## src/rtl/fetch_pkg.sv

```systemverilog
// Shared types and constants for the instruction fetch front-end.
package fetch_pkg;

  localparam int       PC_W      = 12;
  localparam int       INSTR_W   = 16;
  localparam logic [1:0] OP_BRANCH = 2'd2;

  typedef logic [PC_W-1:0] pc_t;

  typedef struct packed {
    logic [INSTR_W-1:0] instr;
    pc_t                pc;
  } fetch_entry_t;

  // Branch-class instructions are the ones the branch logic later resolves into br_*.
  function automatic logic is_branch(input logic [INSTR_W-1:0] instr);
    return instr[1:0] == OP_BRANCH;
  endfunction

  function automatic logic [15:0] sat_add16(input logic [15:0] a, input logic [15:0] b);
    logic [16:0] sum;
    sum = {1'b0, a} + {1'b0, b};
    return sum[16] ? 16'hFFFF : sum[15:0];
  endfunction

endpackage

```

## src/rtl/fetch_fifo.sv

```systemverilog
// First-word-fall-through synchronous FIFO used to buffer fetched instructions.
// Flush clears every entry and takes priority over a same-cycle push.
module fetch_fifo
  import fetch_pkg::*;
#(
  parameter int  DEPTH   = 4,
  parameter type entry_t = fetch_entry_t
) (
  input  logic                       clk,
  input  logic                       rst,
  input  logic                       push,
  input  entry_t                     push_data,
  input  logic                       pop,
  input  logic                       flush,
  output entry_t                     head,
  output logic [$clog2(DEPTH+1)-1:0] count,
  output logic                       full,
  output logic                       empty
);

  localparam int PTR_W = $clog2(DEPTH);
  localparam int CNT_W = $clog2(DEPTH + 1);

  entry_t           mem [DEPTH];
  logic [PTR_W-1:0] rd_ptr;
  logic [PTR_W-1:0] wr_ptr;
  logic             do_push;
  logic             do_pop;

  assign empty   = (count == '0);
  assign full    = (count == CNT_W'(DEPTH));
  assign do_push = push & ~flush;
  assign do_pop  = pop & ~empty;
  assign head    = mem[rd_ptr];

  // NOTE: sequential state uses non-blocking assignments so every register samples pre-edge values.
  always_ff @(posedge clk or posedge rst) begin
    if (rst) begin
      rd_ptr <= '0;
      wr_ptr <= '0;
      count  <= '0;
    end else if (flush) begin
      rd_ptr <= '0;
      wr_ptr <= '0;
      count  <= '0;
    end else begin
      if (do_push) wr_ptr <= wr_ptr + PTR_W'(1);
      if (do_pop)  rd_ptr <= rd_ptr + PTR_W'(1);
      count <= count + CNT_W'(do_push) - CNT_W'(do_pop);
    end
  end

  // NOTE: storage is deliberately not reset; validity is tracked by count, so the array maps to plain RAM.
  always_ff @(posedge clk) begin
    if (do_push) mem[wr_ptr] <= push_data;
  end

  a_no_underflow: assert property (@(posedge clk) disable iff (rst) pop |-> !empty);
  a_no_overflow:  assert property (@(posedge clk) disable iff (rst) (push && !pop && !flush) |-> !full);

endmodule

```

## src/rtl/fetch_unit.sv

```systemverilog
// Instruction fetch front-end: PC, credit-gated memory requests, response FIFO, branch redirect.
// Optional performance counters are built when FETCH_PERF_CNT_EN is defined.
module fetch_unit
  import fetch_pkg::*;
#(
  parameter int  DEPTH    = 4,
  parameter pc_t RESET_PC = 12'h000
) (
  input  logic               clk,
  input  logic               rst,
  output logic               imem_req_valid,
  input  logic               imem_req_ready,
  output pc_t                imem_req_addr,
  input  logic               imem_rsp_valid,
  input  logic [INSTR_W-1:0] imem_rsp_data,
  output logic               instr_valid,
  input  logic               instr_ready,
  output logic [INSTR_W-1:0] instr_data,
  output pc_t                instr_pc,
  input  logic               br_valid,
  input  logic               br_taken,
  input  pc_t                br_target
`ifdef FETCH_PERF_CNT_EN
  ,
  output logic [15:0]        perf_fetched,
  output logic [15:0]        perf_flushed,
  output logic [15:0]        perf_redirects
`endif
);

  localparam int               PTR_W = $clog2(DEPTH);
  localparam int               CNT_W = $clog2(DEPTH + 1);
  localparam logic [CNT_W:0]   CAP   = (CNT_W + 1)'(DEPTH);

  pc_t              pc;
  logic [CNT_W-1:0] outstanding;
  logic [CNT_W-1:0] stale;
  logic [CNT_W-1:0] fifo_count;
  logic             fifo_full;
  logic             fifo_empty;
  fetch_entry_t     fifo_head;
  fetch_entry_t     push_entry;

  pc_t              tag_mem [DEPTH];
  logic [PTR_W-1:0] tag_rd;
  logic [PTR_W-1:0] tag_wr;

  logic redirect;
  logic credit_ok;
  logic req_fire;
  logic rsp_push;
  logic rsp_drop;
  logic pop;

  assign redirect  = br_valid & br_taken;
  // In-flight requests plus buffered words never exceed DEPTH, so every response has a FIFO slot.
  assign credit_ok = ({1'b0, outstanding} + {1'b0, fifo_count}) < CAP;

  assign imem_req_valid = ~rst & ~redirect & credit_ok;
  assign imem_req_addr  = pc;
  assign req_fire       = imem_req_valid & imem_req_ready;

  assign rsp_push = imem_rsp_valid & ~redirect & (stale == '0);
  assign rsp_drop = imem_rsp_valid & (redirect | (stale != '0));
  assign pop      = instr_valid & instr_ready;

  always_ff @(posedge clk or posedge rst) begin
    if (rst) begin
      pc <= RESET_PC;
    end else if (redirect) begin
      pc <= br_target;
    end else if (req_fire) begin
      pc <= pc + pc_t'(1);
    end
  end

  always_ff @(posedge clk or posedge rst) begin
    if (rst) begin
      outstanding <= '0;
      stale       <= '0;
    end else begin
      outstanding <= outstanding + CNT_W'(req_fire) - CNT_W'(imem_rsp_valid);
      // Everything still in flight after this cycle belongs to the abandoned path.
      if (redirect) begin
        stale <= outstanding - CNT_W'(imem_rsp_valid);
      end else if (imem_rsp_valid && (stale != '0)) begin
        stale <= stale - CNT_W'(1);
      end
    end
  end

  // PC tags follow requests in order; stale responses never consume a tag since the queue was cleared.
  always_ff @(posedge clk or posedge rst) begin
    if (rst) begin
      tag_rd <= '0;
      tag_wr <= '0;
    end else if (redirect) begin
      tag_rd <= '0;
      tag_wr <= '0;
    end else begin
      if (req_fire) tag_wr <= tag_wr + PTR_W'(1);
      if (rsp_push) tag_rd <= tag_rd + PTR_W'(1);
    end
  end

  always_ff @(posedge clk) begin
    if (req_fire) tag_mem[tag_wr] <= pc;
  end

  assign push_entry.instr = imem_rsp_data;
  assign push_entry.pc    = tag_mem[tag_rd];

  fetch_fifo #(
    .DEPTH   (DEPTH),
    .entry_t (fetch_entry_t)
  ) u_fifo (
    .clk       (clk),
    .rst       (rst),
    .push      (rsp_push),
    .push_data (push_entry),
    .pop       (pop),
    .flush     (redirect),
    .head      (fifo_head),
    .count     (fifo_count),
    .full      (fifo_full),
    .empty     (fifo_empty)
  );

  assign instr_valid = ~fifo_empty;
  assign instr_data  = fifo_empty ? '0 : fifo_head.instr;
  assign instr_pc    = fifo_empty ? '0 : fifo_head.pc;

`ifdef FETCH_PERF_CNT_EN
  logic [15:0] flush_inc;

  // NOTE: every always_comb output gets a default first so no path can infer a latch.
  always_comb begin
    flush_inc = '0;
    if (redirect) flush_inc = 16'(fifo_count) - 16'(pop);
    if (rsp_drop) flush_inc = flush_inc + 16'd1;
  end

  always_ff @(posedge clk or posedge rst) begin
    if (rst) begin
      perf_fetched   <= '0;
      perf_flushed   <= '0;
      perf_redirects <= '0;
    end else begin
      perf_fetched   <= sat_add16(perf_fetched, 16'(rsp_push));
      perf_flushed   <= sat_add16(perf_flushed, flush_inc);
      perf_redirects <= sat_add16(perf_redirects, 16'(redirect));
    end
  end
`endif

  a_rsp_has_request: assert property (@(posedge clk) disable iff (rst)
    imem_rsp_valid |-> (outstanding != '0));
  a_credit_bound: assert property (@(posedge clk) disable iff (rst)
    ({1'b0, outstanding} + {1'b0, fifo_count}) <= CAP);
  a_push_has_room: assert property (@(posedge clk) disable iff (rst)
    (rsp_push && !pop) |-> !fifo_full);

endmodule

```

## config.mk

```make
export PLATFORM = sky130hd
export DESIGN_NAME = fetch_unit
export DESIGN_NICKNAME = d
export VERILOG_FILES = /design/src/rtl/fetch_pkg.sv /design/src/rtl/fetch_fifo.sv /design/src/rtl/fetch_unit.sv
export SDC_FILE = /design/constraint.sdc
export NUM_CORES = 1
export LEC_CHECK = 0
export CAP_MARGIN = 40
export CORE_MARGIN = 2
export CORE_UTILIZATION = 29
export DETAILED_ROUTE_END_ITERATION = 8
export PLACE_DENSITY_LB_ADDON = 0.25
export SLEW_MARGIN = 25
export SYNTH_ARGS = -nofsm -noshare
export SYNTH_HDL_FRONTEND = slang
export SYNTH_HIERARCHICAL = 1
export SYNTH_SLANG_ARGS = --single-unit
```

## constraint.sdc

```tcl
create_clock -name clk -period 6.7 [get_ports clk]
set_input_delay 1.005 -clock clk [delete_from_list [all_inputs] [get_ports clk]]
set_output_delay 1.005 -clock clk [all_outputs]
set_load 0.005 [all_outputs]
```

# After elaboration in Yosys (flattened, before gate mapping)

Memories as Yosys holds them, arrays and structs flattened.
Cells that the tools add are included.

$add $sub $neg: 12
Multiplexer cells: 19
Reduce and logical (&&, ||, !) cells: 9
Bitwise operators: 12
Order comparisons: 1

Operator list:

| cell                    | count |
|---|---|
| $mux W12                | 3 |
| $mux W16                | 1 |
| $mux W2                 | 8 |
| $add A12 B1 Y12 const B | 1 |
| $reduce_bool A2 Y1      | 5 |
| $and A1 B1 Y1           | 9 |
| $mux W3                 | 3 |
| $sub A3 B1 Y3           | 3 |
| $add A2 B1 Y2 const B   | 4 |
| $add A3 B1 Y3           | 2 |
| $logic_not A3 Y1        | 2 |
| $add A3 B3 Y4           | 1 |
| $lt A4 B3 Y1 const B    | 1 |
| $mux W1                 | 4 |
| $not A1 Y1              | 3 |
| $reduce_bool A3 Y1      | 1 |
| $sub A3 B1 Y3 const B   | 1 |
| $logic_and A1 B1 Y1     | 1 |

RAM bits: 160
Output and inout port bits: 42
Memories kept: 2
Register bits: 29

Memory list:

| name       | depth | width | rd ports | clocked after Yosys merged registers in | write ports | RTL line         | text |
|---|---|---|---|---|---|---|---|
| u_fifo.mem | 4     | 28    | 1        | 0                                       | 1           | fetch_fifo.sv:24 | `entry_t mem [DEPTH];` |
| tag_mem    | 4     | 12    | 1        | 0                                       | 1           | fetch_unit.sv:44 | `pc_t tag_mem [DEPTH];` |

# Logic depth before layout (Yosys ltp)

Gate-level depths: netlist (run 1).

Depth in word-level cells: 8
Gate-level depth with buffers: 14
Depth with buffers taken out: 14

# Cells and area by module

The synthesis (run 1) kept the hierarchy.

By module, submodules not included:

| module     | cells an instance | times used | area an instance (um2) |
|---|---|---|---|
| fetch_fifo | 190               | 1          | 4,531.8 |
| fetch_unit | 247               | 1          | 3,342.0 |

# Least setup slack after synthesis (run 1)

Ideal clock, no wire load.

Kind: input -> register
From: in br_valid
To: reg u_fifo.count[2]
Path slack: 3.567 ns
Stages: 13
Data required time: 6.568 ns
Arrival: 3.001 ns
Buffers on the path: 1
Path through: nand2_1 inv_1 clkbuf_1 nor2_1 nor2b_1 inv_1 ha_1 inv_1 ha_1 inv_1 fa_1 xnor3_1 nor2_1

Longest elaborated chain between the ends: 8

RTL lines:

| what                        | RTL line         | text |
|---|---|---|
| start: declaration          | fetch_unit.sv:20 | `input logic br_valid,` |
| $and A1 B1 Y1               | fetch_unit.sv:55 | `assign redirect = br_valid & br_taken;` |
| net redirect                | fetch_unit.sv:48 | `logic redirect;` |
| $not A1 Y1                  | fetch_unit.sv:63 | `assign rsp_push = imem_rsp_valid & ~redirect & (stale == '0);` |
| $and A1 B1 Y1 (2 in series) | fetch_unit.sv:63 |  |
| net rsp_push                | fetch_unit.sv:51 | `logic rsp_push;` |
| $and A1 B1 Y1               | fetch_fifo.sv:32 | `assign do_push = push & ~flush;` |
| $add A3 B1 Y3               | fetch_fifo.sv:49 | `count <= count + CNT_W'(do_push) - CNT_W'(do_pop);` |
| $sub A3 B1 Y3               | fetch_fifo.sv:49 |  |
| $mux W3                     | fetch_fifo.sv:42 | `end else if (flush) begin` |
| end signal: assignment      | fetch_fifo.sv:49 |  |
| end: declaration            | fetch_fifo.sv:16 | `output logic [$clog2(DEPTH+1)-1:0] count,` |

The timed path passes the listed nets, and every way through them passes these cells.
A chain may end at the register's enable or synchronous reset.

# Worst setup path after layout (run 1)

From: in rst
To: out imem_req_valid

Longest elaborated chain between the ends: 3

RTL lines:

| what                        | RTL line         | text |
|---|---|---|
| start: declaration          | fetch_unit.sv:10 | `input logic rst,` |
| $not A1 Y1                  | fetch_unit.sv:59 | `assign imem_req_valid = ~rst & ~redirect & credit_ok;` |
| $and A1 B1 Y1 (2 in series) | fetch_unit.sv:59 |  |
| end: declaration            | fetch_unit.sv:11 | `output logic imem_req_valid,` |

No other way between the ends.

==> impl_metrics.json, run 1 <==
{
  "wl_met2_um": 7340,
  "start_kind": "input port",
  "dieArea_sq_um": 28500,
  "worstMarginPinSlew_ps": 661,
  "cellLeakagePower_nw": 3.22,
  "syn_nets": 492,
  "dr.pass1.iters": 4,
  "finalCritPeriodShare_pct": 56.8,
  "period_minus_slack_ps": 3810,
  "cts_resized": 0,
  "clock_skew_ps": 10.4,
  "initialDrtViolationCount": 217,
  "highest_layer": "met4",
  "arrival_ps": 2800,
  "final_util_pct": 36.1,
  "dpl.hpwl_um": 9830,
  "die_h_um": 169,
  "placementRows": 60,
  "port_buffers": 76,
  "cp-end-kind": "output pin",
  "clk_pin_slew_ps": 70,
  "drv_slew": 0,
  "cts_tree": "built",
  "syn_inst": 436,
  "drtAntennaViolNets": 0,
  "coreArea_sq_um": 26800,
  "numCtsBuffers": 17,
  "grt_max_degree": 31,
  "max-slew-margin-rel_pct": 56.0,
  "hold_viol": 0,
  "area_delta_synth_final_pct": 22.9,
  "final_nets": 580,
  "powerDensity_nw_per_um2": 370,
  "postCtsHoldBufs": 0,
  "start_util_pct": 29.4,
  "post_cts_buffers": 0,
  "fillers": 2470,
  "fmax_mhz": 263,
  "syn_avg_cell_area_sq_um": 18.0,
  "place_congestion": 0.761,
  "cts_sinks": 189,
  "grt_first_pass_wirelength_um": 23600,
  "htreeDepth": 4,
  "num_vias": 3980,
  "drt-wirelength-per-cell_um": 17.1,
  "min_path_type": "flop to flop",
  "synth.cell_area_sq_um": 7870,
  "worstSetupPathType": "input port to output pin",
  "grt_usage_pct": 11.0,
  "peakVddDrop_mv": 0.186,
  "num_io_pins": 77,
  "diodes": 0,
  "clock_path_buffers": 2,
  "drive_above_1_share_pct": 17.3,
  "setup_violations": 0,
  "met1_length_um": 6900,
  "grt_pass1_vias": 4236,
  "met3_length_um": 646,
  "insertion_delay_ps": 430,
  "finalWirelength_um": 15000,
  "overflow": 0,
  "drv_cap": 0,
  "rsz0062_at_grt": "no",
  "register_area_sq_um": 5530,
  "finalPower_mw": 3.58,
  "antenna_found_initial": 0,
  "clock-root-buffer": "clkbuf_16",
  "final.setup.tns_ps": 0,
  "status": "completed",
  "dieWidth_um": 169,
  "drt-vias-per-instance": 4.53,
  "critPathMaxFanout": 4,
  "multi_input_area_sq_um": 2160,
  "drcViolationCount": 0,
  "yosys_warnings": 6,
  "cp.required_ps": 5690
}
[power breakdown]
part	internal (mW)	total (mW)	switching [mW]
sequential	1.42	1.55	0.132
combinational	0.596	1.03	0.433
clock	0.537	1.00	0.464
[worst paths after layout]
check | start | to | slack (ps) | cells after the start
hold / removal | stale[1]$_DFFE_PP0P_ | stale[1]$_DFFE_PP0P_ | 570 | 2
setup reg to reg | u_fifo/count[2]$_DFF_PP0_ | outstanding[1]$_DFF_PP0_ | 3850 | 10
max in group asynchronous | rst | imem_req_addr[11]$_DFFE_PP0P_ | 5260 | 3
hold reg to reg | stale[1]$_DFFE_PP0P_ | stale[1]$_DFFE_PP0P_ | 570 | 2
min in group asynchronous | rst | u_fifo/wr_ptr[1]$_DFFE_PP0P_ | 990 | 2
setup / recovery | rst | imem_req_valid | 2890 | 4
[placed cells by master (no fill, tap or decap), drive strengths merged, types with 2 or more instances in the layout]
cell type and instances:
dfrtp 29, clkdlybuf4s50 76, ha 19, clkinv 2, mux2i 2, and2 8
clkinvlp 2, o31ai 4, nor2b 34, o211ai 2, nor4 4, nand3 8
mux4 40, a21oi 2, edfxtp 160, nand2 16, xor2 3, fa 2
buf 10, mux2 2, nand4 4, nor2 18, or4 5, inv 32
nor3 2, xnor2 9, o21ai 8, a31oi 5, or3 2, clkbuf 18
[worst max-delay path, stage by stage]
cell and delay, ps:
clkdlybuf4s50_1 510, or4_4 610, nor2_1 160, clkdlybuf4s50_1 510
[metal layers]
layer,up-vias,global-route usage (%)
met3,10,2.92
met4,0,2.85
li1,1864,-
met1,2012,14.5
met2,94,18.2
met5,-,0
[state kept, by name (all words and copies together), names as in the netlist]
signal,count
tag_mem,48
u_fifo/rd_ptr,2
u_fifo/wr_ptr,2
imem_req_addr,12
outstanding,3
tag_wr,2
tag_rd,2
u_fifo/mem,112
stale,3
u_fifo/count,3
[metrics by stage]
stage          worst slack (ps)  cell area [sq um]  instances  hold slack [ps]
3_5_place_dp               2710               9070        846              570
5_1_grt                    2740               9670        878              611
4_1_cts                    2840               9670        878              588
6_report                   2890               9670        878              572
2_1_floorplan              3570               7870        436              505
3_3_place_gp               2840               9030        844              538
[final cells by class]
type / count / area share, %
Clock buffer: 18 / 4.44
Tap cell: 341 / 4.41
Timing Repair Buffer: 86 / 8.93
Inverter: 23 / 0.893
Sequential cell: 189 / 57.2
Multi-Input combinational cell: 207 / 22.4
Clock inverter: 14 / 1.72
(Power assumes the default switching activity.)
==> run 2: changes to the inputs <==
==> constraint.sdc (replaced) <==
create_clock -name clk -period 3.9 [get_ports clk]
set_input_delay 0.585 -clock clk [delete_from_list [all_inputs] [get_ports clk]]
set_output_delay 0.585 -clock clk [all_outputs]
set_load 0.005 [all_outputs]
==> run 2 against run 1 <==
Cell count up 0.34%. Die area did not move. Cell area down 0.10%. Critical path depth stayed put. Sequential share of layout area grew 0.059 points. Clock power grew 65%. Register-to-register slack worse by 2800 ps. Via count increased by 2.7%. Highest routed layer unchanged.
==> impl_metrics.json, run 2 (same netlist as run 1, synthesis figures left out) <==
{
  "start_util_pct": 29.4,
  "num_io_pins": 77,
  "coreArea_sq_um": 26800,
  "overflow": 0,
  "initialDrtViolationCount": 210,
  "dieArea_sq_um": 28500,
  "place_area_sq_um": 9090,
  "numCtsBuffers": 17,
  "post_cts_buffers": 0,
  "drive_above_1_share_pct": 17.8,
  "powerDensity_nw_per_um2": 632,
  "dieWidth_um": 169,
  "finalWirelength_um": 15100,
  "cp-end-kind": "output pin",
  "critPathMaxFanout": 15,
  "final_cell_area_sq_um": 9660,
  "clk_pin_slew_ps": 70,
  "arrival_ps": 2630,
  "path_cells": "buf_4 > mux4_1 > nor2b_1 > clkdlybuf4s50_1",
  "drv_slew": 0,
  "clock_path_buffers": 2,
  "final_cell_mix": "edfxtp_1, clkdlybuf4s50_1, mux4_2",
  "max-slew-margin-rel_pct": 54.9,
  "fillers": 2502,
  "grt_first_pass_wirelength_um": 24100,
  "cellLeakagePower_nw": 3.21,
  "final.setup.tns_ps": 0,
  "cp_slowest_stage_delay_ps": 700,
  "fmax_mhz": 311,
  "final_nets": 583,
  "final.hold.worst_slack_ps": 562,
  "final_util_pct": 36.0,
  "rsz0062_at_grt": "no",
  "insertion_delay_ps": 420,
  "peakVddDrop_mv": 0.297,
  "diodes": 0,
  "period_minus_slack_ps": 3220,
  "die_h_um": 169,
  "drt-wirelength-per-cell_um": 17.1,
  "dr.pass1.iters": 4,
  "drv_cap": 0,
  "antenna_found_initial": 0,
  "setup_violations": 0,
  "clock_skew_ps": 11.4,
  "placementRows": 60,
  "drt-vias-per-instance": 4.64,
  "final_common_cell": "edfxtp_1",
  "grt_pass1_vias": 4332,
  "dpl.hpwl_um": 9790,
  "finalPower_mw": 6.11,
  "port_buffers": 76,
  "clock-root-buffer": "clkbuf_16",
  "place_congestion": 0.758,
  "cp_slowest_cell": "dfrtp_2",
  "drtAntennaViolNets": 0,
  "cts_tree": "built",
  "cts_sinks": 189,
  "grt_max_degree": 31,
  "status": "completed",
  "worstSetupPathType": "flop to output pin",
  "postCtsHoldBufs": 0,
  "cts_resized": 0,
  "hold_viol": 0,
  "worstMarginPinSlew_ps": 677,
  "area_delta_synth_final_pct": 22.7,
  "regMostFlops": "u_fifo/mem",
  "grt_usage_pct": 11.2,
  "cp.required_ps": 3310,
  "start_kind": "flop",
  "htreeDepth": 4,
  "num_vias": 4086,
  "min_path_type": "flop to flop",
  "largest_reg_flops": 112,
  "drcViolationCount": 0,
  "finalCritPeriodShare_pct": 82.5
}
-- run 2: cell types whose count changed in the layout (fill, tap and decap cells not counted) --
cell / delta
inv_8: -6
buf_4: +3
clkinv_2: +2
clkinvlp_4: +2
inv_6: +2
clkinv_4: +1
clkinv_8: -1
-- run 2: final timing paths --
path                                              start  slack [ps]  cells past startpoint                           end
setup reg to reg              u_fifo/count[2]$_DFF_PP0_        1060                     10      outstanding[1]$_DFF_PP0_
max in group asynchronous                           rst        2850                      3  imem_req_addr[5]$_DFFE_PP0P_
min in group asynchronous                           rst         590                      2  u_fifo/wr_ptr[0]$_DFFE_PP0P_
hold reg to reg                    stale[1]$_DFFE_PP0P_         560                      2          stale[1]$_DFFE_PP0P_
setup / recovery           u_fifo/rd_ptr[0]$_DFFE_PP0P_         680                      4                instr_data[15]
hold / removal                     stale[1]$_DFFE_PP0P_         560                      2          stale[1]$_DFFE_PP0P_
-- run 2: power breakdown --
part | switching (mW) | internal, mW
registers | 0.251 | 2.43
logic | 0.737 | 1.04
clock network | 0.755 | 0.893
-- run 2: metrics by stage --
stage,setup slack (ps),cells
global placement,839,847
finish,681,881
floorplan,1190,436
global route,526,881
CTS,612,881
detailed placement,759,849
-- run 2: worst max-delay path: cells and delay by family, from the launching register on --
kind,cells,cell delay (ps)
and+or+nand+nor,1,140
buffers and inverters,2,780
DFF,1,700
muxes,1,580
-- run 2: layer usage --
metal | GRT usage, % | up-vias | routed length [um]
met5 | 0 | - | 0
met4 | 3.26 | 0 | 135
met3 | 2.41 | 11 | 490
met2 | 18.9 | 94 | 7430
met1 | 14.6 | 2116 | 7050
li1 | - | 1865 | -
-- run 2: area by class of cell --
cell class                 instances  area (sq um)  share of cell area, %
tap                              341           427                   4.42
multi-input combinational        207          2160                   22.4
inverter                          23          86.3                  0.894
sequential                       189          5530                   57.3
clock buffer                      18           429                   4.44
timing repair buffer              89           886                   9.17
clock inverter                    14           134                   1.39
==> run 3: changes to the inputs <==
==> constraint.sdc (replaced) <==
create_clock -name clk -period 3.1 [get_ports clk]
set_input_delay 0.465 -clock clk [delete_from_list [all_inputs] [get_ports clk]]
set_output_delay 0.465 -clock clk [all_outputs]
set_load 0.005 [all_outputs]
==> run 3 against run 2 <==
Routed wire length decreased by 0.62%. Die area unchanged. Sequential power increased by 26%. Core utilization increased by 0.49 points. Critical path type unchanged. Setup slack got worse by 560 ps. Cell area increased by 1.4%. Largest cell class unchanged.
==> impl_metrics.json, run 3 (same netlist as run 1, synthesis figures left out) <==
{
  "start_util_pct": 29.4,
  "drv_slew": 0,
  "dpl.hpwl_um": 9840,
  "finalCritPeriodShare_pct": 96.1,
  "num_vias": 4057,
  "grt_usage_pct": 11.2,
  "arrival_ps": 2510,
  "setup_violations": 0,
  "worstSetupPathType": "flop to output pin",
  "dieArea_sq_um": 28500,
  "cp.required_ps": 2630,
  "postCtsHoldBufs": 0,
  "port_buffers": 76,
  "final.hold.worst_slack_ps": 477,
  "htreeDepth": 4,
  "largest_reg_flops": 112,
  "antenna_found_initial": 0,
  "r2r_start": "u_fifo/count[2]$_DFF_PP0_",
  "cp-end-kind": "output pin",
  "grt_max_degree": 30,
  "placementRows": 60,
  "status": "completed",
  "worstMarginPinSlew_ps": 658,
  "final_cell_mix": "edfxtp_1, clkdlybuf4s50_1, mux4_2",
  "die_h_um": 169,
  "r2r-end": "outstanding[1]$_DFF_PP0_",
  "drive_above_1_share_pct": 19.5,
  "diodes": 0,
  "finalPower_mw": 7.71,
  "min_path_type": "input port to asynchronous set/reset pin",
  "num_io_pins": 77,
  "drt-vias-per-instance": 4.55,
  "r2r_slack_ps": 460,
  "place_congestion": 0.766,
  "regMostFlops": "u_fifo/mem",
  "hold_viol": 0,
  "timing.critical_path.from": "u_fifo/count[2]$_DFF_PP0_",
  "post_cts_buffers": 0,
  "clk_pin_slew_ps": 70,
  "peakVddDrop_mv": 0.339,
  "drcViolationCount": 0,
  "final.setup.tns_ps": 0,
  "max-slew-margin-rel_pct": 56.2,
  "final_nets": 593,
  "period_minus_slack_ps": 2980,
  "powerDensity_nw_per_um2": 787,
  "rsz0062_at_grt": "no",
  "numCtsBuffers": 17,
  "start_kind": "flop",
  "overflow": 0,
  "final_common_cell": "edfxtp_1",
  "drv_cap": 0,
  "coreArea_sq_um": 26800,
  "cts_sinks": 189,
  "grt_first_pass_wirelength_um": 24200,
  "grt_pass1_vias": 4363,
  "cellLeakagePower_nw": 3.28,
  "dieWidth_um": 169,
  "cts_tree": "built",
  "dr.pass1.iters": 4,
  "drt-wirelength-per-cell_um": 16.8,
  "initialDrtViolationCount": 246,
  "insertion_delay_ps": 430,
  "clock_skew_ps": 13.1,
  "area_delta_synth_final_pct": 24.4,
  "finalWirelength_um": 15000,
  "drtAntennaViolNets": 0,
  "critPathMaxFanout": 5,
  "clock-root-buffer": "clkbuf_16",
  "ff2ff_path_depth": 10,
  "fmax_mhz": 336,
  "clock_path_buffers": 2
}
[run 3: changes by cell type in the layout (fill, tap and decap cells not counted)]
cell and change:
inv_8 +2, inv_6 -1, dfrtp_1 -1, clkinv_4 +1
clkinv_8 +3, buf_12 +3, bufinv_16 -1, dfrtp_4 +1
clkinv_2 -2, clkinvlp_4 -2, buf_4 +7
[run 3: stage by stage]
step                cells  cell area, sq um  setup WS [ps]  utilization (%)
floorplan             436              7870            507                -
global placement      857              9160            332             34.2
detailed placement    859              9210            302             34.3
CTS                   891              9780           35.8             36.5
global route          891              9790           30.1             36.5
finish                891              9790            122             36.5
[run 3: worst max path at each step]
stage | depth (start not counted) | endpoint | slack, ps
4_1_cts | 4 | instr_data[15] | 40
6_report | 4 | imem_req_valid | 120
2_1_floorplan | 13 | u_fifo/count[2]$_DFF_PP0_ | 510
3_5_place_dp | 10 | outstanding[2]$_DFF_PP0_ | 300
3_3_place_gp | 10 | outstanding[1]$_DFF_PP0_ | 330
5_1_grt | 4 | imem_req_valid | 30
[run 3: area by class of cell]
class | instances | area, sq um
clock buffers | 18 | 429
clock inverters | 14 | 150
fillers | 2498 | 17000
inverters | 23 | 86.3
multi-input cells | 207 | 2160
flip-flops and latches | 189 | 5540
well taps | 341 | 427
repair buffers | 99 | 998
[run 3: timing repair]
action	4_1_cts	5_1_grt
endpoints found under the setup margin	0	12
resized for setup	0	2
hold endpoints to repair	0	0
[run 3: per-layer routing]
| metal | GRT usage, % | share of wire, % | vias to the layer above |
|---|---|---|---|
| met1 | 14.7 | 46 | 2061 |
| li1 | - | - | 1885 |
| met2 | 18.5 | 49 | 98 |
| met4 | 3.41 | 1.2 | 0 |
| met5 | 0 | 0 | - |
| met3 | 2.74 | 3.7 | 13 |
[run 3: critical path, stage by stage (launching register included)]
cell and delay, ps:
dfrtp_2 480, ha_1 350, or4_4 600, nor2_1 150
clkdlybuf4s50_1 510
[run 3: where the power goes]
part	total, mW	internal, mW	switching (mW)
sequential	3.37	3.06	0.302
clock	2.08	1.08	1.00
combinational	2.26	1.33	0.934
